File: src/rtl/ofdm_sync_pkg.sv
// Shared definitions for the OFDM receiver sync blocks: the sync FSM state
// encoding, correlator datapath widths and a small magnitude helper.
package ofdm_sync_pkg;

  localparam int SUM_W = 21;
  localparam int MAG_W = SUM_W + 1;

  typedef enum logic [2:0] {
    ST_IDLE   = 3'd0,
    ST_SEARCH = 3'd1,
    ST_TRACK  = 3'd2,
    ST_ALIGN  = 3'd3,
    ST_DONE   = 3'd4
  } sync_state_e;

  function automatic logic [MAG_W-1:0] mag_max(input logic [MAG_W-1:0] a,
                                               input logic [MAG_W-1:0] b);
    return (a > b) ? a : b;
  endfunction

endpackage

File: src/rtl/sts_peak_mag.sv
// First pipeline stage of the STS sync path: |R| + |I| of the correlator sum,
// registered together with its valid bit. The absolute values are kept
// unsigned so the most negative input maps to 2^(SUM_W-1) exactly.
module sts_peak_mag
  import ofdm_sync_pkg::*;
(
  input  logic             clk,
  input  logic             rst,
  input  logic             in_valid,
  input  logic [SUM_W-1:0] sum_r,
  input  logic [SUM_W-1:0] sum_i,
  output logic             mag_valid,
  output logic [MAG_W-1:0] mag
);

  localparam logic [SUM_W-1:0] SUM_ONE = 1;

  logic [SUM_W-1:0] abs_r;
  logic [SUM_W-1:0] abs_i;
  logic [MAG_W-1:0] mag_d;
  logic [MAG_W-1:0] mag_q;
  logic             valid_d;
  logic             valid_q;

  // Two's complement negate on a set sign bit, then widen by one bit and add.
  always_comb begin
    abs_r   = sum_r[SUM_W-1] ? (~sum_r + SUM_ONE) : sum_r;
    abs_i   = sum_i[SUM_W-1] ? (~sum_i + SUM_ONE) : sum_i;
    mag_d   = {1'b0, abs_r} + {1'b0, abs_i};
    valid_d = in_valid;
  end

  // Stage-1 register for the magnitude and its valid flag.
  always_ff @(posedge clk or posedge rst) begin
    if (rst) begin
      mag_q   <= '0;
      valid_q <= 1'b0;
    end else begin
      mag_q   <= mag_d;
      valid_q <= valid_d;
    end
  end

  assign mag       = mag_q;
  assign mag_valid = valid_q;

endmodule

File: src/rtl/sts_sync_controller.sv
// STS synchronisation controller: gates the correlator, qualifies periodic
// correlation peaks against a threshold, declares lock and emits a one-cycle
// strobe at the start of the first LTS symbol. Only valid samples advance the
// spacing and timeout counters.
module sts_sync_controller
  import ofdm_sync_pkg::*;
#(
  parameter int STS_LEN      = 16,
  parameter int PEAK_TOL     = 1,
  parameter int PEAK_NUM     = 8,
  parameter int ALIGN_OFFSET = 32,
  parameter int TIMEOUT      = 4096,
  parameter int CNT_W        = 13
) (
  input  logic             Clk,
  input  logic             Rst,
  input  logic             Arm,
  input  logic             Clear,
  input  logic [MAG_W-1:0] Threshold,
  input  logic             CorrelationEnable,
  input  logic [SUM_W-1:0] CorrelationSumR,
  input  logic [SUM_W-1:0] CorrelationSumI,
  output logic             CorrRun,
  output logic             Detected,
  output logic             SymStart,
  output logic [3:0]       PeakCount,
  output logic [MAG_W-1:0] PeakMag,
  output logic             Timeout,
  output logic [2:0]       State
);

  localparam logic [CNT_W-1:0] CNT_ONE    = 1;
  localparam logic [CNT_W-1:0] WIN_LO     = CNT_W'(STS_LEN - PEAK_TOL);
  localparam logic [CNT_W-1:0] WIN_HI     = CNT_W'(STS_LEN + PEAK_TOL);
  localparam logic [CNT_W-1:0] ALIGN_AT   = CNT_W'(ALIGN_OFFSET);
  localparam logic [CNT_W-1:0] TIMEOUT_AT = CNT_W'(TIMEOUT);
  localparam logic [3:0]       LOCK_AT    = 4'(PEAK_NUM);
  localparam logic [3:0]       COUNT_MAX  = 4'hF;

  logic             mag_valid;
  logic [MAG_W-1:0] mag;

  sync_state_e      state_q, state_d;
  logic [MAG_W-1:0] threshold_q, threshold_d;
  logic [3:0]       peak_count_q, peak_count_d;
  logic [MAG_W-1:0] peak_mag_q, peak_mag_d;
  logic [CNT_W-1:0] sp_q, sp_d;
  logic [CNT_W-1:0] to_cnt_q, to_cnt_d;
  logic             detected_q, detected_d;
  logic             timeout_q, timeout_d;
  logic             sym_start_q, sym_start_d;
  logic             corr_run_q, corr_run_d;

  logic             is_peak;
  logic             in_window;
  logic             lock_hit;
  logic [CNT_W-1:0] sp_inc;
  logic [CNT_W-1:0] to_inc;
  logic [3:0]       peak_inc;

  sts_peak_mag u_peak_mag (
    .clk       (Clk),
    .rst       (Rst),
    .in_valid  (CorrelationEnable),
    .sum_r     (CorrelationSumR),
    .sum_i     (CorrelationSumI),
    .mag_valid (mag_valid),
    .mag       (mag)
  );

  // Next-state logic: Arm beats Clear, Clear beats the normal sequencing.
  always_comb begin
    state_d      = state_q;
    threshold_d  = threshold_q;
    peak_count_d = peak_count_q;
    peak_mag_d   = peak_mag_q;
    sp_d         = sp_q;
    to_cnt_d     = to_cnt_q;
    detected_d   = detected_q;
    timeout_d    = timeout_q;
    sym_start_d  = 1'b0;

    is_peak   = mag_valid && (mag > threshold_q);
    sp_inc    = sp_q + CNT_ONE;
    to_inc    = to_cnt_q + CNT_ONE;
    peak_inc  = peak_count_q + 4'd1;
    in_window = (sp_inc >= WIN_LO) && (sp_inc <= WIN_HI);
    lock_hit  = is_peak && in_window && (peak_inc == LOCK_AT);

    if (Arm) begin
      state_d      = ST_SEARCH;
      threshold_d  = Threshold;
      peak_count_d = '0;
      peak_mag_d   = '0;
      sp_d         = '0;
      to_cnt_d     = '0;
      detected_d   = 1'b0;
      timeout_d    = 1'b0;
    end else if (Clear) begin
      state_d    = ST_IDLE;
      detected_d = 1'b0;
      timeout_d  = 1'b0;
    end else begin
      case (state_q)
        ST_IDLE, ST_DONE: begin
        end
        ST_SEARCH: begin
          if (mag_valid) begin
            to_cnt_d = to_inc;
            if (is_peak) begin
              state_d      = ST_TRACK;
              peak_count_d = 4'd1;
              peak_mag_d   = mag;
              sp_d         = '0;
            end
            if (to_inc == TIMEOUT_AT) begin
              timeout_d = 1'b1;
              state_d   = ST_IDLE;
            end
          end
        end
        ST_TRACK: begin
          if (mag_valid) begin
            to_cnt_d = to_inc;
            sp_d     = sp_inc;
            if (is_peak && in_window) begin
              peak_count_d = peak_inc;
              peak_mag_d   = mag_max(peak_mag_q, mag);
              sp_d         = '0;
              if (peak_inc == LOCK_AT) begin
                state_d    = ST_ALIGN;
                detected_d = 1'b1;
              end
            end else if (sp_inc >= WIN_HI) begin
              state_d      = ST_SEARCH;
              peak_count_d = '0;
              sp_d         = '0;
            end
            if ((to_inc == TIMEOUT_AT) && !lock_hit) begin
              timeout_d = 1'b1;
              state_d   = ST_IDLE;
            end
          end
        end
        ST_ALIGN: begin
          if (mag_valid) begin
            sp_d = sp_inc;
            if (is_peak && in_window) begin
              peak_count_d = (peak_count_q == COUNT_MAX) ? COUNT_MAX : peak_inc;
              peak_mag_d   = mag_max(peak_mag_q, mag);
              sp_d         = '0;
            end else if (sp_inc == ALIGN_AT) begin
              sym_start_d = 1'b1;
              state_d     = ST_DONE;
            end
          end
        end
        default: begin
          state_d = ST_IDLE;
        end
      endcase
    end

    corr_run_d = (state_d == ST_SEARCH) || (state_d == ST_TRACK) ||
                 (state_d == ST_ALIGN);
  end

  // FSM, counter and output registers; everything clears on reset.
  always_ff @(posedge Clk or posedge Rst) begin
    if (Rst) begin
      state_q      <= ST_IDLE;
      threshold_q  <= '0;
      peak_count_q <= '0;
      peak_mag_q   <= '0;
      sp_q         <= '0;
      to_cnt_q     <= '0;
      detected_q   <= 1'b0;
      timeout_q    <= 1'b0;
      sym_start_q  <= 1'b0;
      corr_run_q   <= 1'b0;
    end else begin
      state_q      <= state_d;
      threshold_q  <= threshold_d;
      peak_count_q <= peak_count_d;
      peak_mag_q   <= peak_mag_d;
      sp_q         <= sp_d;
      to_cnt_q     <= to_cnt_d;
      detected_q   <= detected_d;
      timeout_q    <= timeout_d;
      sym_start_q  <= sym_start_d;
      corr_run_q   <= corr_run_d;
    end
  end

  assign CorrRun   = corr_run_q;
  assign Detected  = detected_q;
  assign SymStart  = sym_start_q;
  assign PeakCount = peak_count_q;
  assign PeakMag   = peak_mag_q;
  assign Timeout   = timeout_q;
  assign State     = state_q;

endmodule

File: config.mk
export PLATFORM = sky130hd
export DESIGN_NAME = sts_sync_controller
export DESIGN_NICKNAME = d
export VERILOG_FILES = /design/src/rtl/ofdm_sync_pkg.sv /design/src/rtl/sts_peak_mag.sv /design/src/rtl/sts_sync_controller.sv
export SDC_FILE = /design/constraint.sdc
export NUM_CORES = 1
export LEC_CHECK = 0
export ABC_AREA = 1
export CAP_MARGIN = 30
export CORE_MARGIN = 8
export CORE_UTILIZATION = 55
export DETAILED_ROUTE_END_ITERATION = 10
export GPL_ROUTABILITY_DRIVEN = 0
export PLACE_DENSITY_LB_ADDON = 0.12
export SYNTH_ARGS = -nofsm -noshare
export SYNTH_HDL_FRONTEND = slang
export SYNTH_SLANG_ARGS = --single-unit
File: constraint.sdc
create_clock -name Clk -period 3.5 [get_ports Clk]
set_input_delay 0.35 -clock Clk [delete_from_list [all_inputs] [get_ports Clk]]
set_output_delay 0.35 -clock Clk [all_outputs]
set_load 0.01 [all_outputs]
Word-level counts from Yosys, hierarchy flattened
Index checks and enable logic that the tools add are counted.
- $add $sub $neg: 6
- divide/modulo/power cells: 0
- mux-type cells: 68
- bitwise logic cells: 2
- reduce and logical (&&, ||, !) cells: 27
- shift-type cells: 0
- magnitude comparators: 5
- equality and inequality tests: 25
- multiply operators: 0
- operators by type and width (cell ; count):
    13-bit two-way mux ; 13
    22-bit two-way mux ; 7
    22-bit > comparator ; 2
    22-bit case mux with 2 select lines ; 1
    21-bit by 1-bit adder with 21-bit output (second input constant) ; 2
    21-bit two-way mux ; 2
    21-bit NOT ; 2
    4-bit two-way mux ; 10
    3-bit two-way mux ; 13
    13-bit case mux with 3 select lines ; 1
    13-bit by 1-bit adder with 13-bit output (second input constant) ; 2
    21-bit by 21-bit adder with 22-bit output ; 1
    1-bit two-way mux ; 18
    3-bit nonzero test ; 5
    13-bit equality test (second input constant) ; 1
    13-bit by 6-bit equality test with 1-bit output (second input constant) ; 1
    13-bit by 4-bit greater-or-equal comparator with 1-bit output (second input constant) ; 1
    13-bit by 5-bit greater-or-equal comparator with 1-bit output (second input constant) ; 1
    13-bit by 5-bit <= comparator with 1-bit output (second input constant) ; 1
    3-bit by 2-bit equality test with 1-bit output (second input constant) ; 4
    4-bit inequality test (second input constant) ; 3
    3-bit case mux with 4 select lines ; 1
    4-bit case mux with 3 select lines ; 1
    3-bit by 2-bit inequality test with 1-bit output (second input constant) ; 3
    other kinds (22) ; 37
- bits in latches: 0
- output and inout bits: 33
- input port bits: 69
- memories: 0
- ROM bits: 0
- RAM bits: 0
- register bits: 104
- word-level logic and storage cells: 145

Logic depth before layout (Yosys ltp)
- depth after elaboration: 15
- mapped depth: 20
- depth with buffers taken out: 20

Modules after synthesis
A second synthesis with hierarchy kept.
- cell total of the unflattened synthesis: 1210
- area, all modules: 8549.4 µm²
- by module, submodules not included (module ; seq. area each (µm²) ; area an instance (µm²) ; instances ; cells each):
    sts_sync_controller ; 2026.9 ; 5605.4 ; 1 ; 724
    sts_peak_mag ; 575.6 ; 2944.1 ; 1 ; 486

Least setup slack after synthesis
Ideal clock, no wire load.
- path type: input to register
- start point: input port CorrelationSumI[1]
- end point: register u_peak_mag.mag_q[19] (netlist: u_peak_mag.mag[19])
- library setup time: 79 ps
- arrival: 2927 ps
- required time: 3421 ps
- path buffers: 0
- setup slack: 494 ps
- cell stages on the path: 17
- cell sequence: inv_1 ha_1 inv_1 nor3_1 nand2_1 nor4_1 nand2_1 o21ai_0 xnor2_1 ha_1 nand2_1 nor2_1 nand4_1 o21ai_0 a21oi_1 o21ai_0 xor2_1
- longest elaborated chain between the ends: 4
- RTL lines (what ; RTL line ; RTL):
    start, declared ; sts_sync_controller.sv:22 ; input logic [SUM_W-1:0] CorrelationSumI,
    21-bit NOT ; sts_peak_mag.sv:28 ; abs_i = sum_i[SUM_W-1] ? (~sum_i + SUM_ONE) : sum_i;
    21-bit by 1-bit adder with 21-bit output ; sts_peak_mag.sv:28 ;
    21-bit two-way mux (*) ; sts_peak_mag.sv:28 ;
    21-bit by 21-bit adder with 22-bit output (*) ; sts_peak_mag.sv:29 ; mag_d = {1'b0, abs_r} + {1'b0, abs_i};
    via u_peak_mag.mag_d[19] ; sts_peak_mag.sv:20 ; logic [MAG_W-1:0] mag_d;
    end signal, assigned ; sts_peak_mag.sv:39 ; mag_q <= mag_d;
    end, declared ; sts_peak_mag.sv:21 ; logic [MAG_W-1:0] mag_q;
Mark *: on every way through the listed nets, which the timed path passes. The rest lies on a longest branch.
A chain may end at the register's enable or synchronous reset.

Final worst setup path
- start point: input port CorrelationSumR[1]
- end point: register u_peak_mag.mag_q[18] (netlist: u_peak_mag.mag[18])
- longest elaborated chain between the ends: 4
- RTL lines (what ; RTL line ; RTL):
    start, declared ; sts_sync_controller.sv:21 ; input logic [SUM_W-1:0] CorrelationSumR,
    21-bit NOT ; sts_peak_mag.sv:27 ; abs_r = sum_r[SUM_W-1] ? (~sum_r + SUM_ONE) : sum_r;
    21-bit by 1-bit adder with 21-bit output ; sts_peak_mag.sv:27 ;
    21-bit two-way mux (*) ; sts_peak_mag.sv:27 ;
    21-bit by 21-bit adder with 22-bit output (*) ; sts_peak_mag.sv:29 ;
    via u_peak_mag.mag_d[18] ; sts_peak_mag.sv:20 ;
Marks and branches as above.

==> metrics.txt <==
# TYPE chip_impl_metric gauge
chip_impl_metric{name="maxSlewViolCount",unit=""} 0
chip_impl_info{name="root_buffer",value="clkbuf_16"} 1
chip_impl_metric{name="remaining_design_rule_violation_count",unit=""} 0
chip_impl_metric{name="cts_sinks",unit=""} 104
chip_impl_info{name="path_delay_family",value="compound AO/OA/AOI/OAI gates"} 1
chip_impl_metric{name="ctsHtreeMaxLevel",unit=""} 3
chip_impl_metric{name="groute.layer.met2.usage",unit="%"} 32.8
chip_impl_info{name="timing.critical_path.from_type",value="input port"} 1
chip_impl_metric{name="post_route_cells_drive_above_1_share",unit="%"} 10.3
chip_impl_metric{name="ys_types",unit=""} 43
chip_impl_metric{name="design.core.area",unit="mm²"} 0.0138
chip_impl_metric{name="routed_wire_length_per_instance",unit="µm"} 13.5
chip_impl_metric{name="critPathRequiredTime",unit="ps"} 3730
chip_impl_metric{name="drt-initial-drc-count",unit=""} 361
chip_impl_metric{name="fp-row-count",unit=""} 43
chip_impl_metric{name="setup_viol",unit=""} 0
chip_impl_metric{name="global_route_wire_length_before_repair",unit="µm"} 30200
chip_impl_info{name="synthDominantAreaCellType",value="dfrtp_1"} 1
chip_impl_metric{name="power-per-cell-area",unit="mW/mm²"} 445
chip_impl_metric{name="postRouteAntennaNets",unit=""} 0
chip_impl_metric{name="place_worst_setup_slack",unit="ps"} -71.4
chip_impl_metric{name="die_h",unit="µm"} 134
chip_impl_metric{name="tritoncts_buffers",unit=""} 9
chip_impl_info{name="grt_setup_unrepaired",value="no"} 1
chip_impl_metric{name="dp_hpwl",unit="µm"} 14300
chip_impl_metric{name="routed_via_density",unit=""} 5.19
chip_impl_metric{name="ys_async_sr_fraction",unit="%"} 100
chip_impl_metric{name="grt_use_met3",unit="%"} 4.75
chip_impl_metric{name="reg2reg_depth",unit=""} 13
chip_impl_metric{name="syn_area_per_cell",unit="µm²"} 7.78
chip_impl_metric{name="yosys.area.top_type_share",unit="%"} 33.9
chip_impl_info{name="tritoncts",value="built"} 1
chip_impl_metric{name="die_width",unit="µm"} 134
chip_impl_info{name="synth.top_cells.by_area",value="dfrtp_1, ha_1, nand2_1"} 1
chip_impl_metric{name="numPortBuffers",unit=""} 101
chip_impl_metric{name="timing.final.crit_share",unit="%"} 90.8
chip_impl_metric{name="areaGrowthSynthToFinish",unit="%"} 22.5
chip_impl_metric{name="timing.fmax",unit="MHz"} 315
chip_impl_metric{name="worst-slew-pin-transition",unit="ps"} 1020
chip_impl_metric{name="finalNetCount",unit=""} 1259
chip_impl_metric{name="syn-num-nets",unit=""} 1127
chip_impl_metric{name="final.fill_count",unit=""} 1218
chip_impl_metric{name="insertion_delay",unit="ps"} 350
chip_impl_info{name="setup.worst_path.class",value="in -> reg"} 1
chip_impl_metric{name="antenna_found_initial",unit=""} 0
chip_impl_metric{name="critical_path.n_buffers_inverters",unit=""} 5
chip_impl_metric{name="cts.clk_slew.worst_paths",unit="ps"} 70
chip_impl_metric{name="power.static_leakage",unit="nW"} 4.48
chip_impl_info{name="worstReg2RegStart",value="u_peak_mag.mag[21]"} 1
chip_impl_metric{name="arrival",unit="ps"} 3410
chip_impl_metric{name="dieArea",unit="mm²"} 0.0180
chip_impl_metric{name="worst_setup_slack_for_register_to_register_paths",unit="ps"} 640
chip_impl_info{name="outcome",value="complete, no violations"} 1
chip_impl_info{name="path_cells",value="clkdlybuf4s50_1, inv_1, ha_1, inv_1, nor4_1, nor3b_1, buf_4, nor2_1, xor2_1, ha_1, buf_4, a31oi_1, o21ai_0, a21boi_0, o21ai_0, nand2_1, nand2_1"} 1
chip_impl_metric{name="synth_edf_count",unit=""} 0
chip_impl_metric{name="power",unit="mW"} 4.18
chip_impl_metric{name="hold_depth",unit=""} 2
chip_impl_metric{name="cts_setup_buffers",unit=""} 0
chip_impl_metric{name="max_capacitance_violation_count",unit=""} 0
chip_impl_metric{name="detail_route.wirelength",unit="µm"} 17600
chip_impl_metric{name="hold_viol",unit=""} 0
chip_impl_metric{name="max_slew_margin",unit="%"} 31.2
chip_impl_metric{name="boundaryPins",unit=""} 102
chip_impl_metric{name="post_synth_inst_count",unit=""} 985
chip_impl_info{name="hold_path_end",value="State[1]"} 1
chip_impl_metric{name="grt_remaining_overflow",unit=""} 0
chip_impl_metric{name="drtPass1Iterations",unit=""} 4
chip_impl_metric{name="ir_worst_vdd",unit="V"} 0.000271
chip_impl_info{name="r2r_end",value="PeakMag[21]"} 1
chip_impl_metric{name="final.min_clock_period",unit="ps"} 3180
chip_impl_metric{name="max-clock-path-buffers",unit=""} 2
chip_impl_metric{name="timing.critical_path.fanout_max",unit=""} 4
chip_impl_info{name="layout.cells.most_common",value="nand2_1"} 1
chip_impl_metric{name="synth-warning-count",unit=""} 0
chip_impl_info{name="end_kind",value="register"} 1
chip_impl_metric{name="final_util",unit="%"} 68.2
chip_impl_metric{name="post_route_worst_setup_slack",unit="ps"} 321
chip_impl_metric{name="routed-via-count",unit=""} 6752
chip_impl_metric{name="synth.ff_latch_count",unit=""} 104
chip_impl_info{name="crit_path_top_delay_cell",value="clkdlybuf4s50_1"} 1
chip_impl_metric{name="initial_core_util",unit="%"} 55.7
chip_impl_metric{name="largest_net_degree_at_the_start_of_global_routing",unit=""} 59
chip_impl_metric{name="worst_clock_skew",unit="ps"} 6.57
chip_impl_info{name="min-delay-path-class",value="in -> reg"} 1
chip_impl_metric{name="grt_util_all_layers",unit="%"} 20.2
chip_impl_metric{name="hold_ws",unit="ps"} 371
chip_impl_metric{name="cts.hold.buffers_added",unit=""} 0
chip_impl_metric{name="number_of_global_route_vias_before_repair",unit=""} 6459
chip_impl_metric{name="post_synth_instance_area",unit="mm²"} 0.00767
chip_impl_info{name="gr-max-usage-layer",value="met2"} 1
chip_impl_metric{name="critical-path-max-stage-delay",unit="ps"} 420
chip_impl_info{name="hp-start",value="Arm"} 1
chip_impl_info{name="yosys_most_used_dff",value="dfrtp_1"} 1
chip_impl_metric{name="antenna_cells",unit=""} 0
chip_impl_metric{name="met1_usage",unit="%"} 26.8
chip_impl_info{name="layout.cells.most_common_list",value="nand2_1, inv_1, dfrtp_1"} 1
chip_impl_metric{name="portion_of_the_post_synthesis_area_used_by_sequential_elements",unit="%"} 33.9
cells in the mapped netlist (2+ instances only):
library cell,instances
o21ai_1,2
o21ai_0,64
inv_2,5
nand2_1,228
o22ai_2,7
o22ai_1,5
nand3_1,41
clkbuf_1,11
a21oi_1,49
nand4_1,19
nor2_1,69
a21o_1,4
inv_1,135
ha_1,72
nor2_2,3
buf_6,4
o21ai_2,3
nor3_1,21
a31oi_1,3
nor4_1,7
xor2_2,2
o211ai_1,4
buf_2,3
dfrtp_1,104
nor2_4,4
o21a_1,5
o31ai_2,18
xor2_1,40
nand2_2,11
o31ai_1,7
xnor2_1,23
metal layers:
metal | wire, µm | vias up
li1 | - | 3504
met1 | 8310 | 3081
met3 | 891 | 10
met5 | 0 | -
met4 | 182 | 0
met2 | 8240 | 157
worst max-delay path by stage:
| stage | cells past startpoint | slack [ps] | end | startpoint |
|---|---|---|---|---|
| 5_1_grt | 18 | 0.1 | u_peak_mag.mag[19] | CorrelationSumR[1] |
| 3_5_place_dp | 19 | -70 | u_peak_mag.mag[19] | CorrelationSumI[0] |
| 2_1_floorplan | 1 | 420 | CorrRun | Rst |
| 4_1_cts | 19 | 280 | u_peak_mag.mag[19] | CorrelationSumI[0] |
| 3_3_place_gp | 19 | -30 | u_peak_mag.mag[19] | CorrelationSumI[0] |
| 6_report | 17 | 320 | u_peak_mag.mag[18] | CorrelationSumR[1] |
through the flow:
| step | instances | instance area [µm²] | TNS [ps] |
|---|---|---|---|
| 2_1_floorplan | 985 | 7670 | 0 |
| 4_1_cts | 1302 | 9380 | 0 |
| 5_1_grt | 1302 | 9390 | 0 |
| 3_5_place_dp | 1286 | 9090 | -166 |
| 3_3_place_gp | 1286 | 9090 | -26.0 |
| 6_report | 1302 | 9390 | 0 |
layout make-up:
| cell class | count | area (µm²) | share of cell area (%) |
|---|---|---|---|
| Multi-Input combinational cell | 721 | 4440 | 47.2 |
| Sequential cell | 104 | 2600 | 27.7 |
| Inverter | 141 | 532 | 5.66 |
| Tap cell | 180 | 225 | 2.40 |
| Clock buffer | 13 | 270 | 2.88 |
| Clock inverter | 3 | 15.0 | 0.160 |
| Timing Repair Buffer | 140 | 1310 | 14.0 |
sequential cells by signal (all words and copies together) (netlist names), 3 cells and up:
signal / count
sp_q: 13
State: 3
PeakCount: 4
u_peak_mag.mag: 22
PeakMag: 22
threshold_q: 22
to_cnt_q: 13
timing repair:
| item | 4_1_cts | 5_1_grt |
|---|---|---|
| gates resized for setup | 0 | 4 |
| endpoints found under the hold margin | 0 | 0 |
| setup endpoints to repair | 0 | 4 |
power breakdown:
group	switching (mW)	leakage [nW]	internal [mW]
registers	0.167	1.33	1.40
clock network	0.424	0.145	0.537
logic	0.891	3.00	0.763
total	1.48	4.48	2.70
cell families (layout without fill, tap and decap cells):
| family | count (synthesis) | in the layout | share of synthesized area (%) |
|---|---|---|---|
| AOI/OAI and AO/OA | 173 | 173 | 14.7 |
| DFF | 104 | 104 | 33.9 |
| buffers and inverters | 160 | 297 | 8.41 |
| xor gates and xnor gates | 65 | 65 | 7.62 |
| and+or+nand+nor | 410 | 410 | 23.3 |
| adders and majority gates | 73 | 73 | 12.0 |
Note: power is estimated with default switching activity, not from simulation.
